==> src/rtl/pipeline_pkg.sv <==
//------------------------------------------------------------------------------
// Module : pipeline_pkg
// Brief  : Shared types and defaults for the ID->RR skid stage.
// Rev    : 1.0 - initial release
//------------------------------------------------------------------------------
`default_nettype none

package pipeline_pkg;

  localparam int IDR_CTRL_W  = 96;
  localparam int NUM_FWD_DEF = 3;

  // Pass-through control bundle; fields sum to IDR_CTRL_W.
  typedef struct packed {
    logic [31:0] imm;
    logic [4:0]  rd;
    logic [7:0]  alu_op;
    logic [3:0]  br_op;
    logic [3:0]  mem_op;
    logic [42:0] rsvd;
  } idr_ctrl_t;

  typedef logic [$clog2(NUM_FWD_DEF)-1:0] fwd_idx_t;

  typedef enum logic [1:0] {
    ST_EMPTY = 2'd0,
    ST_ONE   = 2'd1,
    ST_TWO   = 2'd2
  } skid_state_t;

endpackage

`default_nettype wire

==> src/rtl/pipeline_idr_skid_stage_if.sv <==
//------------------------------------------------------------------------------
// Module : pipeline_idr_skid_stage_if
// Brief  : Handshake, payload and forwarding bundle of the ID->RR skid stage.
// Rev    : 1.0 - initial release
//------------------------------------------------------------------------------
`default_nettype none

interface pipeline_idr_skid_stage_if #(
  parameter int XLEN    = 64,
  parameter int CTRL_W  = pipeline_pkg::IDR_CTRL_W,
  parameter int NUM_FWD = pipeline_pkg::NUM_FWD_DEF
);

  logic                           flush;
  logic                           in_valid;
  logic                           in_ready;
  logic [XLEN-1:0]                in_pc;
  logic [4:0]                     in_rs1;
  logic [4:0]                     in_rs2;
  logic [CTRL_W-1:0]              in_ctrl;
  logic [XLEN-1:0]                rf_rdata1;
  logic [XLEN-1:0]                rf_rdata2;
  logic [NUM_FWD-1:0]             fwd_valid;
  logic [NUM_FWD-1:0]             fwd_pend;
  logic [NUM_FWD-1:0][4:0]        fwd_rd;
  logic [NUM_FWD-1:0][XLEN-1:0]   fwd_data;
  logic                           out_valid;
  logic                           out_ready;
  logic [XLEN-1:0]                out_pc;
  logic [XLEN-1:0]                out_rs1_data;
  logic [XLEN-1:0]                out_rs2_data;
  logic [CTRL_W-1:0]              out_ctrl;
  logic [15:0]                    stall_cnt;

  modport master (
    output flush, in_valid, in_pc, in_rs1, in_rs2, in_ctrl,
           rf_rdata1, rf_rdata2, fwd_valid, fwd_pend, fwd_rd, fwd_data, out_ready,
    input  in_ready, out_valid, out_pc, out_rs1_data, out_rs2_data, out_ctrl, stall_cnt
  );

  modport slave (
    input  flush, in_valid, in_pc, in_rs1, in_rs2, in_ctrl,
           rf_rdata1, rf_rdata2, fwd_valid, fwd_pend, fwd_rd, fwd_data, out_ready,
    output in_ready, out_valid, out_pc, out_rs1_data, out_rs2_data, out_ctrl, stall_cnt
  );

endinterface

`default_nettype wire

==> src/rtl/pipeline_fwd_mux.sv <==
//------------------------------------------------------------------------------
// Module : pipeline_fwd_mux
// Brief  : Priority operand forwarding select (index 0 wins) with hazard flag.
// Rev    : 1.0 - initial release
//------------------------------------------------------------------------------
`default_nettype none

module pipeline_fwd_mux #(
  parameter int XLEN    = 64,
  parameter int NUM_FWD = pipeline_pkg::NUM_FWD_DEF
) (
  input  logic [4:0]                   rs,
  input  logic [XLEN-1:0]              rf_rdata,
  input  logic [NUM_FWD-1:0]           fwd_valid,
  input  logic [NUM_FWD-1:0]           fwd_pend,
  input  logic [NUM_FWD-1:0][4:0]      fwd_rd,
  input  logic [NUM_FWD-1:0][XLEN-1:0] fwd_data,
  output logic [XLEN-1:0]              data,
  output logic                         hazard
);

  // Walk from oldest to youngest so the lowest matching index lands last.
  always_comb begin
    data   = rf_rdata;
    hazard = 1'b0;
    for (int i = NUM_FWD - 1; i >= 0; i--) begin
      if (fwd_valid[i] && (fwd_rd[i] == rs)) begin
        data   = fwd_data[i];
        hazard = fwd_pend[i];
      end
    end
    if (rs == 5'd0) begin
      data   = '0;
      hazard = 1'b0;
    end
  end

endmodule

`default_nettype wire

==> src/rtl/pipeline_idr_skid_stage.sv <==
//------------------------------------------------------------------------------
// Module : pipeline_idr_skid_stage
// Brief  : ID->RR register stage with operand forwarding and hazard stall.
//          Define IDR_SKID_BUF_EN for a 2-entry skid buffer with registered ready.
// Rev    : 1.0 - initial release
//------------------------------------------------------------------------------
`default_nettype none

module pipeline_idr_skid_stage
  import pipeline_pkg::*;
#(
  parameter int XLEN    = 64,
  parameter int CTRL_W  = IDR_CTRL_W,
  parameter int NUM_FWD = NUM_FWD_DEF
) (
  input  logic                    clk,
  input  logic                    reset,
  pipeline_idr_skid_stage_if.slave bus
);

  typedef struct packed {
    logic [XLEN-1:0]   pc;
    logic [XLEN-1:0]   rs1_data;
    logic [XLEN-1:0]   rs2_data;
    logic [CTRL_W-1:0] ctrl;
  } entry_t;

  logic [XLEN-1:0] rs1_data;
  logic [XLEN-1:0] rs2_data;
  logic            rs1_haz;
  logic            rs2_haz;
  logic            hazard;
  logic            in_ready;
  logic            out_valid;
  logic            xfer_in;
  logic            xfer_out;
  entry_t          in_entry;
  entry_t          head;
  logic [15:0]     stall_q;

  pipeline_fwd_mux #(.XLEN(XLEN), .NUM_FWD(NUM_FWD)) u_fwd_rs1 (
    .rs        (bus.in_rs1),
    .rf_rdata  (bus.rf_rdata1),
    .fwd_valid (bus.fwd_valid),
    .fwd_pend  (bus.fwd_pend),
    .fwd_rd    (bus.fwd_rd),
    .fwd_data  (bus.fwd_data),
    .data      (rs1_data),
    .hazard    (rs1_haz)
  );

  pipeline_fwd_mux #(.XLEN(XLEN), .NUM_FWD(NUM_FWD)) u_fwd_rs2 (
    .rs        (bus.in_rs2),
    .rf_rdata  (bus.rf_rdata2),
    .fwd_valid (bus.fwd_valid),
    .fwd_pend  (bus.fwd_pend),
    .fwd_rd    (bus.fwd_rd),
    .fwd_data  (bus.fwd_data),
    .data      (rs2_data),
    .hazard    (rs2_haz)
  );

  assign hazard   = rs1_haz | rs2_haz;
  assign in_entry = {bus.in_pc, rs1_data, rs2_data, bus.in_ctrl};
  assign xfer_in  = bus.in_valid & in_ready;
  assign xfer_out = out_valid & bus.out_ready;

`ifdef IDR_SKID_BUF_EN
  skid_state_t state;
  entry_t      skid;
  logic        ready_q;

  // ready_q tracks (next state != TWO); it is held low through reset.
  assign in_ready  = ready_q & ~hazard;
  assign out_valid = (state != ST_EMPTY);

  always_ff @(posedge clk or negedge reset) begin
    if (!reset) begin
      state   <= ST_EMPTY;
      head    <= '0;
      skid    <= '0;
      ready_q <= 1'b0;
    end else if (bus.flush) begin
      state   <= ST_EMPTY;
      head    <= '0;
      skid    <= '0;
      ready_q <= 1'b1;
    end else begin
      ready_q <= 1'b1;
      case (state)
        ST_EMPTY: begin
          if (xfer_in) begin
            head  <= in_entry;
            state <= ST_ONE;
          end
        end
        ST_ONE: begin
          if (xfer_in && xfer_out) begin
            head <= in_entry;
          end else if (xfer_in) begin
            skid    <= in_entry;
            state   <= ST_TWO;
            ready_q <= 1'b0;
          end else if (xfer_out) begin
            head  <= '0;
            state <= ST_EMPTY;
          end
        end
        ST_TWO: begin
          if (xfer_out) begin
            head  <= skid;
            skid  <= '0;
            state <= ST_ONE;
          end else begin
            ready_q <= 1'b0;
          end
        end
        default: begin
          state <= ST_EMPTY;
          head  <= '0;
          skid  <= '0;
        end
      endcase
    end
  end
`else
  logic valid_q;
  logic ready_en;

  // ready_en keeps in_ready low until the first edge after reset release.
  assign in_ready  = ready_en & (~valid_q | bus.out_ready) & ~hazard;
  assign out_valid = valid_q;

  always_ff @(posedge clk or negedge reset) begin
    if (!reset) begin
      valid_q  <= 1'b0;
      head     <= '0;
      ready_en <= 1'b0;
    end else begin
      ready_en <= 1'b1;
      if (bus.flush) begin
        valid_q <= 1'b0;
        head    <= '0;
      end else if (xfer_in) begin
        valid_q <= 1'b1;
        head    <= in_entry;
      end else if (xfer_out) begin
        valid_q <= 1'b0;
        head    <= '0;
      end
    end
  end
`endif

  always_ff @(posedge clk or negedge reset) begin
    if (!reset) begin
      stall_q <= '0;
    end else if (bus.in_valid && !xfer_in && (stall_q != 16'hFFFF)) begin
      stall_q <= stall_q + 16'd1;
    end
  end

  assign bus.in_ready     = in_ready;
  assign bus.out_valid    = out_valid;
  assign bus.out_pc       = head.pc;
  assign bus.out_rs1_data = head.rs1_data;
  assign bus.out_rs2_data = head.rs2_data;
  assign bus.out_ctrl     = head.ctrl;
  assign bus.stall_cnt    = stall_q;

endmodule

`default_nettype wire

==> src/flat_wrapper.sv <==
// flat-port wrapper written by rule: the top's interface ports become plain ports
module pipeline_idr_skid_stage_flat import pipeline_pkg::*;
#(
  parameter int XLEN    = 64,
  parameter int CTRL_W  = IDR_CTRL_W,
  parameter int NUM_FWD = NUM_FWD_DEF
)
  (clk, reset, bus_flush, bus_in_valid, bus_in_pc, bus_in_rs1, bus_in_rs2, bus_in_ctrl, bus_rf_rdata1, bus_rf_rdata2, bus_fwd_valid, bus_fwd_pend, bus_fwd_rd, bus_fwd_data, bus_out_ready, bus_in_ready, bus_out_valid, bus_out_pc, bus_out_rs1_data, bus_out_rs2_data, bus_out_ctrl, bus_stall_cnt);
  pipeline_idr_skid_stage_if #(.XLEN(XLEN), .CTRL_W(CTRL_W), .NUM_FWD(NUM_FWD)) bus_i ();
  input  logic clk;
  input  logic reset;
  input wire logic [$bits(bus_i.flush)-1:0] bus_flush;
  input wire logic [$bits(bus_i.in_valid)-1:0] bus_in_valid;
  input wire logic [$bits(bus_i.in_pc)-1:0] bus_in_pc;
  input wire logic [$bits(bus_i.in_rs1)-1:0] bus_in_rs1;
  input wire logic [$bits(bus_i.in_rs2)-1:0] bus_in_rs2;
  input wire logic [$bits(bus_i.in_ctrl)-1:0] bus_in_ctrl;
  input wire logic [$bits(bus_i.rf_rdata1)-1:0] bus_rf_rdata1;
  input wire logic [$bits(bus_i.rf_rdata2)-1:0] bus_rf_rdata2;
  input wire logic [$bits(bus_i.fwd_valid)-1:0] bus_fwd_valid;
  input wire logic [$bits(bus_i.fwd_pend)-1:0] bus_fwd_pend;
  input wire logic [$bits(bus_i.fwd_rd)-1:0] bus_fwd_rd;
  input wire logic [$bits(bus_i.fwd_data)-1:0] bus_fwd_data;
  input wire logic [$bits(bus_i.out_ready)-1:0] bus_out_ready;
  output wire logic [$bits(bus_i.in_ready)-1:0] bus_in_ready;
  output wire logic [$bits(bus_i.out_valid)-1:0] bus_out_valid;
  output wire logic [$bits(bus_i.out_pc)-1:0] bus_out_pc;
  output wire logic [$bits(bus_i.out_rs1_data)-1:0] bus_out_rs1_data;
  output wire logic [$bits(bus_i.out_rs2_data)-1:0] bus_out_rs2_data;
  output wire logic [$bits(bus_i.out_ctrl)-1:0] bus_out_ctrl;
  output wire logic [$bits(bus_i.stall_cnt)-1:0] bus_stall_cnt;
  assign bus_i.flush = bus_flush;
  assign bus_i.in_valid = bus_in_valid;
  assign bus_i.in_pc = bus_in_pc;
  assign bus_i.in_rs1 = bus_in_rs1;
  assign bus_i.in_rs2 = bus_in_rs2;
  assign bus_i.in_ctrl = bus_in_ctrl;
  assign bus_i.rf_rdata1 = bus_rf_rdata1;
  assign bus_i.rf_rdata2 = bus_rf_rdata2;
  assign bus_i.fwd_valid = bus_fwd_valid;
  assign bus_i.fwd_pend = bus_fwd_pend;
  assign bus_i.fwd_rd = bus_fwd_rd;
  assign bus_i.fwd_data = bus_fwd_data;
  assign bus_i.out_ready = bus_out_ready;
  assign bus_in_ready = bus_i.in_ready;
  assign bus_out_valid = bus_i.out_valid;
  assign bus_out_pc = bus_i.out_pc;
  assign bus_out_rs1_data = bus_i.out_rs1_data;
  assign bus_out_rs2_data = bus_i.out_rs2_data;
  assign bus_out_ctrl = bus_i.out_ctrl;
  assign bus_stall_cnt = bus_i.stall_cnt;
  pipeline_idr_skid_stage #(.XLEN(XLEN), .CTRL_W(CTRL_W), .NUM_FWD(NUM_FWD)) u_core (.clk(clk), .reset(reset), .bus(bus_i));
endmodule
==> config.mk <==
export PLATFORM = sky130hd
export DESIGN_NAME = pipeline_idr_skid_stage_flat
export DESIGN_NICKNAME = d
export VERILOG_FILES = /design/src/rtl/pipeline_pkg.sv /design/src/rtl/pipeline_idr_skid_stage_if.sv /design/src/rtl/pipeline_fwd_mux.sv /design/src/rtl/pipeline_idr_skid_stage.sv /design/src/flat_wrapper.sv
export SDC_FILE = /design/constraint.sdc
export NUM_CORES = 1
export LEC_CHECK = 0
export ABC_AREA = 1
export CAP_MARGIN = 30
export CORE_AREA = 2 2 316 318
export CTS_BUF_LIST = sky130_fd_sc_hd__clkbuf_8
export DETAILED_ROUTE_END_ITERATION = 16
export DIE_AREA = 0 0 318 320
export PLACE_DENSITY_LB_ADDON = 0.12
export RECOVER_POWER = 50
export SYNTH_ARGS = -nofsm -noshare
export SYNTH_HDL_FRONTEND = slang
export SYNTH_HIERARCHICAL = 1
export SYNTH_SLANG_ARGS = --single-unit
==> constraint.sdc <==
create_clock -name clk -period 9.1 [get_ports clk]
set_input_delay 2.73 -clock clk [delete_from_list [all_inputs] [get_ports clk]]
set_output_delay 2.73 -clock clk [all_outputs]
set_load 0.02 [all_outputs]
# [Word level (Yosys, flattened, before mapping)]
# Index checks and enable logic that the tools add are counted.
[op_classes] n_addsub=1 mul=0 n_div=0 magnitude_cmp=0 n_eq_ne=7 n_shift=0 muxes=22 bitwise_logic=8 n_reduce_logical=12
[op_table] cell="$mux 288" count=3
[op_table] cell="$mux 64" count=8
[op_table] cell="$eq 5x5->1" count=6
[op_table] cell="$add 16x1->16 const B" count=1
[op_table] cell="$ne 16x16->1 const B" count=1
[op_table] cell="$mux 1" count=11
[op_table] cell="$logic_not 5->1" count=2
[op_table] cell="$logic_and 1x1->1" count=8
[op_table] cell="$and 1x1->1" count=4
[op_table] cell="$reduce_bool 3->1" count=1
[op_table] cell="$not 1->1" count=2
[op_table] cell="$or 1x1->1" count=2
[op_table] cell="$logic_not 1->1" count=1
[word_totals] reg_bits=306 latch_bits=0 ramBits=0 rom_bits=0 input_bits=516 output_inout_bits=306 elab_cells=57 n_memories=0

# [Depth between registers and ports, before layout]
# Gate-level depths: netlist of the first run.
[logic_depth] depth_word=13 mapped_depth=19 depth_no_buf=16

# [By module]
# The synthesis of the first run kept the hierarchy.
[by_module_without_submodules] module="pipeline_idr_skid_stage" n_inst=1 cells_each=1409 area_each_um2=12370.6 seq_area_each_um2=7657.3
[by_module_without_submodules] module="pipeline_fwd_mux" n_inst=2 cells_each=782 area_each_um2=3500.9 seq_area_each_um2=0.0

# [Worst setup path after synthesis of the first run]
# Ideal clock, no wire load.
[synth_path] path_type="input-to-output" start="input port bus_in_rs1[0]" end="output port bus_in_ready" t_arrival_ns=3.937 setup_slack_ns=2.433 cell_stages=11 path_cell_list="inv_1 > nor2_1 > nor2_2 > nand3_2 > buf_6 > clkbuf_1 > o21ai_0 > nor2_1 > inv_1 > nand4_2 > inv_2"
[synth_between] elab_chain_cells=9
[synth_lines] element="start: declaration" line_no="flat_wrapper.sv:15" rtl="input wire logic [$bits(bus_i.in_rs1)-1:0] bus_in_rs1;"
[synth_lines] element="$eq 5x5->1" line_no="pipeline_fwd_mux.sv:27" rtl="if (fwd_valid[i] && (fwd_rd[i] == rs)) begin"
[synth_lines] element="$logic_and 1x1->1" line_no="pipeline_fwd_mux.sv:27"
[synth_lines] element="$mux 1 (3 in a row)" line_no="pipeline_fwd_mux.sv:27"
[synth_lines] element="$mux 1 (*)" line_no="pipeline_fwd_mux.sv:32" rtl="if (rs == 5'd0) begin"
[synth_lines] element="via u_core.rs1_haz" line_no="pipeline_idr_skid_stage.sv:30" rtl="logic rs1_haz;"
[synth_lines] element="$or 1x1->1 (*)" line_no="pipeline_idr_skid_stage.sv:63" rtl="assign hazard = rs1_haz | rs2_haz;"
[synth_lines] element="$not 1->1 (*)" line_no="pipeline_idr_skid_stage.sv:131" rtl="assign in_ready = ready_en & (~valid_q | bus.out_ready) & ~hazard;"
[synth_lines] element="$and 1x1->1 (*)" line_no="pipeline_idr_skid_stage.sv:131"
[synth_lines] element="end: declaration" line_no="flat_wrapper.sv:25" rtl="output wire logic [$bits(bus_i.in_ready)-1:0] bus_in_ready;"
# The timed path passes the listed nets; every way through them passes the cells marked *.

# [Final worst setup path of the first run]
[layout_path] start="input port bus_in_rs2[4]" end="output port bus_in_ready"
[layout_between] elab_chain_cells=9
[layout_lines] element="start: declaration" line_no="flat_wrapper.sv:16" rtl="input wire logic [$bits(bus_i.in_rs2)-1:0] bus_in_rs2;"
[layout_lines] element="$eq 5x5->1" line_no="pipeline_fwd_mux.sv:27"
[layout_lines] element="$logic_and 1x1->1" line_no="pipeline_fwd_mux.sv:27"
[layout_lines] element="$mux 1 (3 in a row)" line_no="pipeline_fwd_mux.sv:27"
[layout_lines] element="$mux 1 (*)" line_no="pipeline_fwd_mux.sv:32"
[layout_lines] element="via u_core.rs2_haz" line_no="pipeline_idr_skid_stage.sv:31" rtl="logic rs2_haz;"
[layout_lines] element="$or 1x1->1 (*)" line_no="pipeline_idr_skid_stage.sv:63"
[layout_lines] element="$not 1->1 (*)" line_no="pipeline_idr_skid_stage.sv:131"
[layout_lines] element="$and 1x1->1 (*)" line_no="pipeline_idr_skid_stage.sv:131"
# Marked as above.

==> run metrics, run 1 <==
clock tree sinks=roughly 310; final estimated routing congestion in global placement=slightly above 0.8; Mapped Area=between 15,000 and 20,000 µm²; Critical Path AT=~5.4 ns; # IOs=approximately 820; Die Y-Extent=approximately 320 µm; crit path kind=primary input to primary output; dpl ws=between 0.9 and 1 ns; fraction of registers with async set/reset=100%; vias in the first global route=~22,000; Most used DFF post-synth=dfrtp_1; WL final=roughly 120,000 µm; CP startpoint kind=primary input; core area=98,000 µm²; net count after synthesis=around 3,500; synthesis-stage register bit count=just over 300; final setup vio count=0; Mean Syn Cell Area=~6.5 µm²; Layout area overhead=55.3%; critical hold path startpoint=u_core/bus.out_rs1_data[37]; top cells by area, synth=dfrtp_1 40%, nand2_1 16%, nand3_1 11%; initial antenna violation count=a little under 50; CTS resizes=0; Warnings, synthesis=6; Initial Utilization=approximately a fifth; Worst-path clk slew=~0.050 ns; Final ANT Viol Nets=0; crit path from=bus_in_rs2[4]; DR top layer=met5; 1st-pass router iterations=5; DRT iter0 DRCs=approximately 1,500; first-pass GRT wire length=164,000 µm; final period utilization=about nine tenths; Die Span X=318 µm; r2r startpoint=u_core/bus.out_valid; grt ovf=0; post-synthesis cell count=2,973; worst min path class=flop to flop; Pins Over Slew Limit=between 80 and 90; critical-path maximum fanout=21; number of max-cap violations=1; met3 wire length=approximately 8600 µm; cts hold-fix bufs=0; Die ar.=a little over 100,000 µm²; Min Clock Period, post-route=between 8 and 9 ns; Fin Clk Skew=~0.031 ns; CP Capture Type=primary output; Fmax achieved=~0.12 GHz; Worst VDD drop=0.0815 mV; Cell variety after synth=27; pwr dens=~140 nW/µm²; CTS Root Cell=clkbuf_8; final hold violation count=0; setup bufs post-CTS=0; share of cells above drive strength 1=under 10%; met2 wire length=55,900 µm; worst skew pair latency=a little under 0.7 ns; DRC viols=0; outcome=finished with violations; gr usage total=21.8%; LEAKAGE=approximately 0.016 µW; Post-synth EDFFs=0; Rows=approximately 120; Fillers=roughly 11,000; Slew HR=-295%; via count=roughly 22,000; DR WL/cell=between 20 and 25 µm; top-area cell type share of the netlist area=roughly two fifths; largest net degree at the start of global routing=approximately 190; CTS tree=done; area leader, netlist=dfrtp_1; CTS Buffer Depth=3; TNS Setup=0 ns; nets=4,204; sequential area share after synthesis=between 30% and 40%; CTS Buf Count=70; Vias/cell=4.46; met1 WL=~47,000 µm; worst slew pin tran=5.93 ns; failing checks=max-capacitance violations, max-slew violations; RSZ-0062 raised after global routing=false; worst setup margin=between 0.9 and 1 ns; Port Buffer Count=821; detailed-placement wirelength estimate=approximately 80,000 µm; H-tree levels=3; WP data required=approximately 6.4 ns
## metal layers
layer | up-vias | GRT usage [%]
met4 | 54 | 7.54
met3 | 194 | 6.34
met2 | 790 | 36.9
met1 | 10600 | 26.4
li1 | 10800 | -
met5 | - | 0
## per-stage QoR
| step | hold slack (ns) | area (µm²) | util, % | std cells | power [µW] |
|---|---|---|---|---|---|
| final | 0.496 | 30100 | 30.7 | 5039 | 4330 |
| after global routing | 0.512 | 30100 | 30.7 | 5035 | 4570 |
| after CTS | 0.507 | 30000 | 30.7 | 5021 | 4450 |
| after detailed placement | 0.492 | 28600 | 29.2 | 4902 | 2670 |
| after global placement | 0.490 | 28500 | 29.1 | 4899 | 2670 |
| after floorplan | 0.615 | 19400 | - | 2973 | 1990 |
## layout make-up
class	count	area, µm²	share of cell area, %
antenna	18	45.0	0.150
tap	1287	1610	5.35
sequential	306	7660	25.5
timing repair buffer	864	8650	28.7
multi-input combinational	2010	9030	30.0
clock buffer	91	1250	4.16
clock inverter	28	199	0.661
inverter	435	1630	5.43
## worst max-delay path, cell delays in order
cell and delay [ns]:
clkdlybuf4s50_1 0.59, xor2_1 0.16, nor2_1 0.12, nand3_4 0.08, buf_4 0.28, o21ai_0 0.13
nor2_1 0.10, nor2_1 0.05, inv_1 0.08, nand4_2 0.25, inv_2 0.19, clkdlybuf4s50_1 0.66
## cell usage after synthesis, types with 7 or more instances
master / instances
buf_2: 116
nand3_1: 430
o21ai_0: 127
o21ai_1: 14
inv_1: 428
buf_4: 32
buf_6: 14
nand2_1: 848
a21oi_1: 129
dfrtp_1: 306
nor2_1: 302
xor2_1: 9
clkbuf_1: 35
nand4_1: 133
inv_2: 7
buf_1: 21
## cells in the final DEF, fill, tap and decap left out, drive strengths merged
cell type / n
inv: 454
buf: 42
ha: 1
dlygate4sd3: 152
o21ai: 141
nand2: 849
conb: 1
xor2: 9
nor3: 2
nor2b: 2
a21oi: 130
clkdlybuf4s50: 668
clkbuf: 93
nor2: 307
diode: 18
nand3: 434
dfrtp: 306
nand4: 134
bufinv: 2
clkinv: 7
## path summary, 6_finish.rpt
path | to | slack [ns] | cells past startpoint
setup / recovery | bus_in_ready | 0.94 | 12
hold / removal | u_core/bus.out_rs1_data[37] | 0.50 | 2
setup reg to reg | u_core/bus.out_ctrl[15] | 6.32 | 8
hold reg to reg | u_core/bus.out_rs1_data[37] | 0.50 | 2
max in group asynchronous | u_core/bus.out_ctrl[67] | 1.51 | 1
min in group asynchronous | u_core/bus.out_rs1_data[11] | 4.23 | 1
## flip-flops by register name (all words and copies together), names as in the netlist
signal / flops
u_core/ready_en: 1
u_core/bus.stall_cnt: 16
u_core/bus.out_ctrl: 96
u_core/bus.out_rs1_data: 64
u_core/bus.out_pc: 64
u_core/bus.out_valid: 1
u_core/bus.out_rs2_data: 64
## cells by family (layout without fill, tap and decap cells)
| logic type | after synthesis | after routing | synth area share, % |
|---|---|---|---|
| AOI/OAI and AO/OA | 271 | 271 | 7.02 |
| xor gates and xnor gates | 9 | 9 | 0.407 |
| adders and majority gates | 1 | 1 | 0.0646 |
| buffers and inverters | 657 | 1418 | 14.7 |
| DFF | 306 | 306 | 39.5 |
| other | 1 | 19 | 0.0194 |
| and+or+nand+nor | 1728 | 1728 | 38.3 |
## power by group
group          total [µW]  leakage (µW)  switching (µW)  internal [µW]
clock                1710      0.000814             755            954
sequential           1510       0.00416            65.0           1450
combinational        1100        0.0108             639            464
total                4330        0.0158            1460           2870
Note: power is estimated with default switching activity, not from simulation.
==> run 2, diff against run 1 <==
ABC_CLOCK_PERIOD_IN_PS = 9100   (was not set)
CTS_BUF_LIST = not set   (was sky130_fd_sc_hd__clkbuf_8)
==> run 2 against run 1 <==
  * The flow still finishes with violations (max-capacitance violations, max-slew violations)
  * Setup slack lost 0.0075 ns
  * Maximum frequency barely moved
  * Non-clock buffer count is the same
  * Critical path type unchanged
  * Critical endpoint unchanged
  * Largest power group unchanged
==> run metrics, run 2 (synthesized netlist as in run 1, its figures left out) <==
outcome=finished with violations; failing checks=max-capacitance violations, max-slew violations; met1 WL=46,700 µm (-0.88%); Die Y-Extent=320 µm (unchanged); DRT iter0 DRCs=1,515 (+3.6%); final setup vio count=0 (unchanged); gr usage total=21.5% (-0.27 points); Port Buffer Count=821 (unchanged); CTS resizes=0 (unchanged); CP Capture Type=primary output; final hold violation count=0 (unchanged); Slew HR=-286% (+9.1 points); Die Span X=318 µm (unchanged); multi-input logic area=9030 µm² (unchanged); Vias/cell=4.48 (+0.38%); worst slew pin tran=5.79 ns (-0.136 ns); DR top layer=met5; first-pass GRT wire length=163,000 µm (-0.68%); worst min path class=flop to flop; crit path from=bus_in_rs2[4]; Critical Path AT=5.44 ns (about the same); nets=4,178 (-0.62%); worst skew pair latency=0.58 ns (-0.11 ns); Fillers=10,700 (-0.31%); detailed-placement wirelength estimate=80,000 µm (unchanged); # IOs=822 (unchanged); TNS Setup=0 ns (unchanged); share of cells above drive strength 1=3.68% (-1.1 points); Setup crit end=bus_in_ready; largest net degree at the start of global routing=186 (unchanged); Final ANT Viol Nets=0 (unchanged); Initial Utilization=19.8% (unchanged); # placed instances=4,902 (unchanged); Die ar.=102,000 µm² (unchanged); WP data required=6.37 ns (about the same); Finished Layout Cells=4,996 (-0.85%); initial antenna violation count=47 (-4.1%); grt ovf=0 (unchanged); Fmax achieved=0.122 GHz (about the same); setup bufs post-CTS=0 (unchanged); met2 wire length=55,800 µm (-0.30%); Rows=115 (unchanged); CTS Buffer Depth=3 (unchanged); CP startpoint kind=primary input; DRC viols=0 (unchanged); via count=22,400 (-0.48%); LEAKAGE=0.0157 µW (-0.71%); CTS Buf Count=44 (-37%); Pins Over Slew Limit=85 (unchanged); r2r startpoint=u_core/bus.out_valid; R2R setup slack=6.30 ns (-0.02 ns); DR WL/cell=22.9 µm (+0.17%); H-tree levels=2 (-1); Largest register FFs=96 (unchanged); 1st-pass router iterations=5 (unchanged); Worst-path clk slew=0.05 ns (about the same); clock tree sinks=306 (unchanged); Final Util=30.7% (about the same); worst r2r path cells=8 (unchanged); vias in the first global route=22,200 (-1.1%); final period utilization=89.8% (about the same); WL final=114,000 µm (-0.69%); number of max-cap violations=1 (unchanged); CTS Root Cell=clkbuf_16; most frequent cells in the layout=848 x nand2_1, 668 x clkdlybuf4s50_1, 428 x inv_1; pwr dens=146 nW/µm² (+1.5%); RSZ-0062 raised after global routing=false; CTS tree=done; met3 wire length=8550 µm (-0.74%); crit path kind=primary input to primary output; register area=7660 µm² (unchanged); Worst VDD drop=0.117 mV (+44%); critical-path maximum fanout=21 (unchanged); R2R Path End=u_core/bus.out_ctrl[24]; Layout area overhead=55.2% (about the same); cts hold-fix bufs=0 (unchanged); Fin Clk Skew=0.0178 ns (-0.0137 ns); Min Clock Period, post-route=8.17 ns (+0.00749 ns); most common cell after layout, fill and taps aside=nand2_1; core area=98,000 µm² (unchanged); final estimated routing congestion in global placement=0.829 (unchanged); hold path depth=2 (unchanged)
==> run 2: cell types whose count changed in the layout (fill, tap and decap cells not counted) <==
cell	before	now
inv_12	1	0
clkinv_8	0	1
diode_2	18	17
inv_8	2	0
bufinv_16	2	4
inv_1	443	428
clkbuf_8	91	8
clkbuf_16	0	44
clkinv_2	7	4
clkbuf_1	1	16
==> run 2: worst min-delay path by stage <==
stage	from	to	slack (ns)
4_1_cts	u_core/bus.out_pc[54]	u_core/bus.out_pc[54]	0.51
3_5_place_dp	u_core/bus.out_pc[54]	u_core/bus.out_pc[54]	0.49
2_1_floorplan	u_core/bus.out_pc[20]	u_core/bus.out_pc[20]	0.61
3_3_place_gp	u_core/bus.out_pc[53]	u_core/bus.out_pc[53]	0.49
6_report	u_core/bus.out_pc[58]	u_core/bus.out_pc[58]	0.50
5_1_grt	u_core/bus.out_ctrl[91]	u_core/bus.out_ctrl[91]	0.51
==> run 2: stage by stage <==
stage	setup slack [ns]	hold WS, ns	cell area, µm²	total power (µW)
3_3_place_gp	0.909	0.490	28500	2670
4_1_cts	0.929	0.507	30000	4500
5_1_grt	0.582	0.514	30000	4600
2_1_floorplan	2.43	0.615	19400	1990
3_5_place_dp	0.926	0.492	28600	2670
6_report	0.932	0.497	30100	4390
==> run 2: layout make-up <==
class                           instances  area share (%)
Antenna cell                           17           0.142
Sequential cell                       306            25.5
Timing Repair Buffer                  864            28.8
Multi-Input combinational cell       2010            30.1
Inverter                              435            5.43
Clock buffer                           67            4.22
Clock inverter                         10           0.549
Tap cell                             1287            5.36
==> run 2: worst max-delay path, cell delays in order <==
cell and delay [ns]:
clkdlybuf4s50_1 0.59, xor2_1 0.16, nor2_1 0.13, nand3_4 0.09, buf_4 0.27, o21ai_0 0.13, nor2_1 0.10, nor2_1 0.05
inv_1 0.08, nand4_2 0.25, inv_2 0.19, clkdlybuf4s50_1 0.66
==> run 2: metal layers <==
metal | up-vias | GRT usage (%)
met3 | 180 | 5.92
met1 | 10600 | 26.2
met4 | 54 | 6.26
met2 | 805 | 37.0
li1 | 10700 | -
met5 | - | 0
==> run 2: where the power goes <==
group | leakage (µW) | total (µW) | switching, µW | internal (µW)
logic | 0.0108 | 1100 | 638 | 464
registers | 0.00416 | 1510 | 65.0 | 1450
clock network | 0.000701 | 1770 | 704 | 1070
==> run 3, diff against run 2 <==
CAP_MARGIN = not set   (was 30)
==> run 3 against run 2 <==
  * The run still ends with max-capacitance violations, max-slew violations left
  * Design area is 0.10% lower
  * Sequential power hardly changed
  * Setup slack better by 0.026 ns
  * Clock skew grew 0.0078 ns
  * Count of clock-buffer cells in the layout shrank 2
  * Clock power increased by 3%
  * Worst hold slack barely moved
  * Critical path type unchanged
  * Largest cell class unchanged
  * Highest routed layer unchanged
==> run metrics, run 3 (synthesized netlist as in run 1, its figures left out) <==
outcome=finished with violations; failing checks=max-capacitance violations, max-slew violations; final setup vio count=0 (unchanged); CP Cell Sequence=clkdlybuf4s50_1 > xor2_1 > nor2_1 > nand3_4 > buf_4 > o21ai_0 > nor2_1 > nor2_1 > inv_1 > nand4_2 > inv_2 > clkdlybuf4s50_1; Vias/cell=4.44 (-0.81%); Fin Clk Skew=0.0256 ns (+0.00780 ns); Critical Path AT=5.41 ns (-0.03 ns); cts hold-fix bufs=0 (unchanged); Total Power=4420 µW (+0.83%); multi-input logic area=9030 µm² (unchanged); Max stage delay on crit path=0.65 ns (about the same); # IOs=822 (unchanged); WL final=114,000 µm (-0.18%); largest net degree at the start of global routing=186 (unchanged); Slowest cell on crit path=clkdlybuf4s50_1; initial antenna violation count=39 (-17%); first-pass GRT wire length=163,000 µm (+0.22%); Rows=115 (unchanged); worst r2r path cells=8 (unchanged); share of cells above drive strength 1=3.74% (+0.056 points); RSZ-0062 raised after global routing=false; Layout area overhead=55.0%; worst skew pair latency=0.60 ns (+0.02 ns); gr usage total=21.6% (+0.023 points); Min Clock Period, post-route=8.14 ns (-0.0258 ns); detailed-placement wirelength estimate=79,700 µm (-0.34%); DRT iter0 DRCs=1,469 (-3.0%); final hold violation count=0 (unchanged); final period utilization=89.5% (-0.28 points); nets=4,175 (-0.072%); R2R Path End=u_core/bus.out_pc[53]; Final ANT Viol Nets=0 (unchanged); via count=22,200 (-0.85%); CTS resizes=0 (unchanged); LEAKAGE=0.0156 µW (about the same); most frequent cells in the layout=848 x nand2_1, 668 x clkdlybuf4s50_1, 428 x inv_1; Fmax achieved=0.123 GHz (+0.32%); Pins Over Slew Limit=85 (unchanged); Initial Utilization=19.8% (unchanged); vias in the first global route=22,100 (-0.63%); CP most frequent cell=nor2_1; cell family with most CP delay=buffers and inverters; crit path kind=primary input to primary output; H-tree levels=2 (unchanged); number of max-cap violations=1 (unchanged); Worst-path clk slew=0.06 ns (about the same); Fillers=10,800 (+0.54%); critical-path maximum fanout=21 (unchanged); CP startpoint kind=primary input; CP Capture Type=primary output; CTS Root Cell=clkbuf_16; worst slew pin tran=5.77 ns (-0.0185 ns); pwr dens=147 nW/µm² (+0.93%); hold endpoint=u_core/bus.out_pc[51]; setup bufs post-CTS=0 (unchanged); Worst VDD drop=0.123 mV (+4.7%); critical hold path startpoint=u_core/bus.out_pc[51]; Largest register FFs=96 (unchanged); TNS Setup=0 ns (unchanged); clock tree sinks=306 (unchanged); final estimated routing congestion in global placement=0.829 (unchanged); most common cell after layout, fill and taps aside=nand2_1; WP data required=6.37 ns (about the same); CTS tree=done; DR WL/cell=22.8 µm (-0.14%); Port Buffer Count=821 (unchanged); r2r startpoint=u_core/bus.out_valid; hold path depth=2 (unchanged); grt ovf=0 (unchanged); 1st-pass router iterations=8 (+3); R2R setup slack=6.31 ns (about the same); worst min path class=flop to flop; CTS Buffer Depth=3 (unchanged); Buf+Inv Stages, Crit Path=5 (unchanged); crit path from=bus_in_rs1[2]; Die Y-Extent=320 µm (unchanged); Slew HR=-285% (+1.2 points); core area=98,000 µm² (unchanged); Die ar.=102,000 µm² (unchanged); CTS Buf Count=44 (unchanged); Die Span X=318 µm (unchanged); DRC viols=0 (unchanged); register area=7660 µm² (unchanged)
==> run 3: where the power goes <==
group	total (µW)	switching, µW	internal (µW)
sequential	1510	65.6	1450
combinational	1090	634	460
clock	1820	727	1090
total	4420	1430	3000
==> run 3: worst max path at each step <==
| stage | endpoint | slack, ns | depth (start not counted) |
|---|---|---|---|
| 3_3_place_gp | bus_in_ready | 0.91 | 14 |
| 6_report | bus_in_ready | 0.96 | 12 |
| 3_5_place_dp | bus_in_ready | 0.92 | 12 |
| 2_1_floorplan | bus_in_ready | 2.43 | 11 |
| 5_1_grt | u_core/bus.out_rs2_data[29] | 0.65 | 1 |
| 4_1_cts | bus_in_ready | 0.92 | 12 |
==> run 3: per-stage QoR <==
step | setup slack [ns] | instance area [µm²] | util [%] | std cells | hold WS, ns
3_3_place_gp | 0.909 | 28500 | 29.1 | 4899 | 0.490
3_5_place_dp | 0.919 | 28500 | 29.1 | 4899 | 0.492
4_1_cts | 0.920 | 30000 | 30.6 | 4977 | 0.507
5_1_grt | 0.655 | 30000 | 30.6 | 4987 | 0.516
2_1_floorplan | 2.43 | 19400 | - | 2973 | 0.615
6_report | 0.958 | 30000 | 30.6 | 4994 | 0.497
==> run 3: cell type report <==
class,instances,share of cell area [%]
Tap cell,1287,5.36
Clock inverter,13,0.658
Clock buffer,65,4.26
Inverter,435,5.44
Timing Repair Buffer,861,28.5
Multi-Input combinational cell,2010,30.1
Antenna cell,17,0.142
Sequential cell,306,25.5
==> run 3: worst register-to-register path, cell delays in order, from the launching register on <==
cell and delay [ns]:
dfrtp_1 0.42, nand2_1 0.25, nand4_2 0.28, inv_2 0.19
nand2_8 0.26, nor2_4 0.27, buf_4 0.76, nand2_1 0.17
nand2_1 0.11
==> run 3: layer usage <==
| layer | up-vias | wire [µm] | track usage [%] | share of wire (%) |
|---|---|---|---|---|
| met1 | 10400 | 47100 | 26.6 | 41 |
| met4 | 44 | 2810 | 6.11 | 2.5 |
| met3 | 164 | 8170 | 5.50 | 7.2 |
| met5 | - | 290 | 0 | 0.25 |
| li1 | 10700 | - | - | - |
| met2 | 799 | 55600 | 37.0 | 49 |
==> variant, RTL diff (flow settings as in run 1) <==
Set the package constant `IDR_CTRL_W` to 48 (it was 96).
--- a/src/rtl/pipeline_pkg.sv
+++ b/src/rtl/pipeline_pkg.sv
@@ -9,3 +9,3 @@
 
-  localparam int IDR_CTRL_W  = 96;
+  localparam int IDR_CTRL_W  = 48;
   localparam int NUM_FWD_DEF = 3;
Ports: changed (resized bus_in_ctrl and bus_out_ctrl); port bits go from 822 to 726. No check against the original RTL was run, so the function may have changed too.
==> variant against run 1 <==
- the run still ends with capacitance limit, slew limit left
- worst setup slack lost 0.26 ns
- clock skew decreased by 0.0022 ns
- count of clock-buffer cells in the layout shrank 12
- design area is 10% lower
- sequential power is 15% lower
- synthesized cell count is 7.0% lower
- area after synthesis fell by 9.8%
- sequential share of layout area fell by 1.6 points
- sequential cell count is 48 lower
- wire length is 10% lower
- power shrank 13%
- non-clock buffer count is 102 lower
- critical path type unchanged
==> variant: results (changes against run 1) <==
- Status: finished with violations
- Failing checks: capacitance limit, slew limit
- Met3 routed WL: 6450 µm (-25%)
- Initial DRC count: 1,388 (-5.1%)
- Met3 Usage GRT: 4.70% (-1.6 points)
- Place WS: 0.588 ns (-0.338 ns)
- Largest net degree at the start of global routing: 129 (-31%)
- Fin. max-slew vios: 88 (+3.5%)
- Rel. slew slack: -270% (+25 points)
- Clk_lat worst skew: 0.73 ns (+0.04 ns)
- Crit path largest cell delay: 0.69 ns (+0.03 ns)
- GR Util All Layers: 19.6% (-2.2 points)
- MaxCap Viol Count: 1 (unchanged)
- Register area share after synthesis: 36.9% (-2.6 points)
- Via count: 20,413 (-9.1%)
- Power share of the combinational group: 26.6% (+1.1 points)
- Synth top area cells: dfrtp_1 37%, nand2_1 16%, nand3_1 11%, inv_1 9.2%, nor2_1 6.5%
- Arr. time, crit path: 5.69 ns (+0.26 ns)
- Net Sw Frac: 34.3% (+0.63 points)
- Fillcell total: 10,982 (+2.2%)
- H-Tree Depth: 2 (-1)
- Worst hold path endpoint: u_core/bus.out_rs1_data[35]
- Peak supply drop: 0.0887 mV (+8.9%)
- Pwr dens: 139 mW/mm² (-3.3%)
- R2R setup slack: 5.92 ns (-0.40 ns)
- Static Leak: 14.1 nW (-10%)
- Initial antenna violation count: 27 (-45%)
- Routed Wire Length: 103,000 µm (-10%)
- Clock Skews: 0.0293 ns (-0.00221 ns)
- Share of layout cells above drive strength 1: 4.53% (-0.24 points)
- CTS Buf Count: 58 (-17%)
- Netlist cell types: 26 (-3.7%)
- Hold Path Origin: u_core/bus.out_rs1_data[35]
- RR Endpoint: u_core/bus.out_ctrl[4]
- Met2 Wirelength: 51,000 µm (-8.8%)
- Met2 Use GR: 33.8% (-3.1 points)
- Largest fanout on the critical path: 19 (-9.5%)
variant: cell count changes in the layout (fill, tap and decap cells not counted), moves of 3 or more:
cell	before	now
dlygate4sd3_1	152	128
nand3_1	426	378
dfrtp_1	306	258
clkdlybuf4s50_1	668	596
nand2_1	848	752
clkinv_2	7	4
clkbuf_8	91	79
variant: how the worst max path moves through the flow:
stage / startpoint / to / cells after the start
6_report: bus_in_rs2[4] / bus_in_ready / 10
5_1_grt: bus_in_rs2[4] / bus_in_ready / 10
4_1_cts: bus_in_rs2[4] / bus_in_ready / 10
3_5_place_dp: bus_in_rs2[4] / bus_in_ready / 10
3_3_place_gp: bus_in_rs2[4] / bus_in_ready / 10
2_1_floorplan: bus_in_rs1[0] / bus_in_ready / 11
variant: kinds of logic after synthesis:
logic type               Yosys count  synth area share, %
buffers and inverters            641                 15.7
XOR/XNOR                           9                0.451
AND/OR/NAND/NOR                 1584                 39.0
adder cells (fa/ha/maj)            1               0.0716
other                              1               0.0215
flip-flops                       258                 36.9
AO/OA/AOI/OAI                    271                 7.76
variant: cell type report:
type | instances | area share (%)
timing repair buffer | 762 | 28.0
sequential | 258 | 23.9
inverter | 435 | 6.05
antenna | 16 | 0.148
clock buffer | 79 | 4.03
clock inverter | 24 | 0.639
tap | 1287 | 5.96
multi-input combinational | 1866 | 31.2
variant: metrics by stage:
stage | hold WS, ns | instances | util, %
final | 0.497 | 4727 | 27.6
after global routing | 0.516 | 4726 | 27.6
after CTS | 0.508 | 4711 | 27.5
after detailed placement | 0.492 | 4608 | 26.3
after global placement | 0.490 | 4608 | 26.3
after floorplan | 0.615 | 2765 | -
variant: worst reg2reg max path: cells and delay by family (launching register included):
kind,cells,cell delay [ns]
flip-flops,1,0.42
AND/OR/NAND/NOR,6,1.81
buffers and inverters,2,0.90
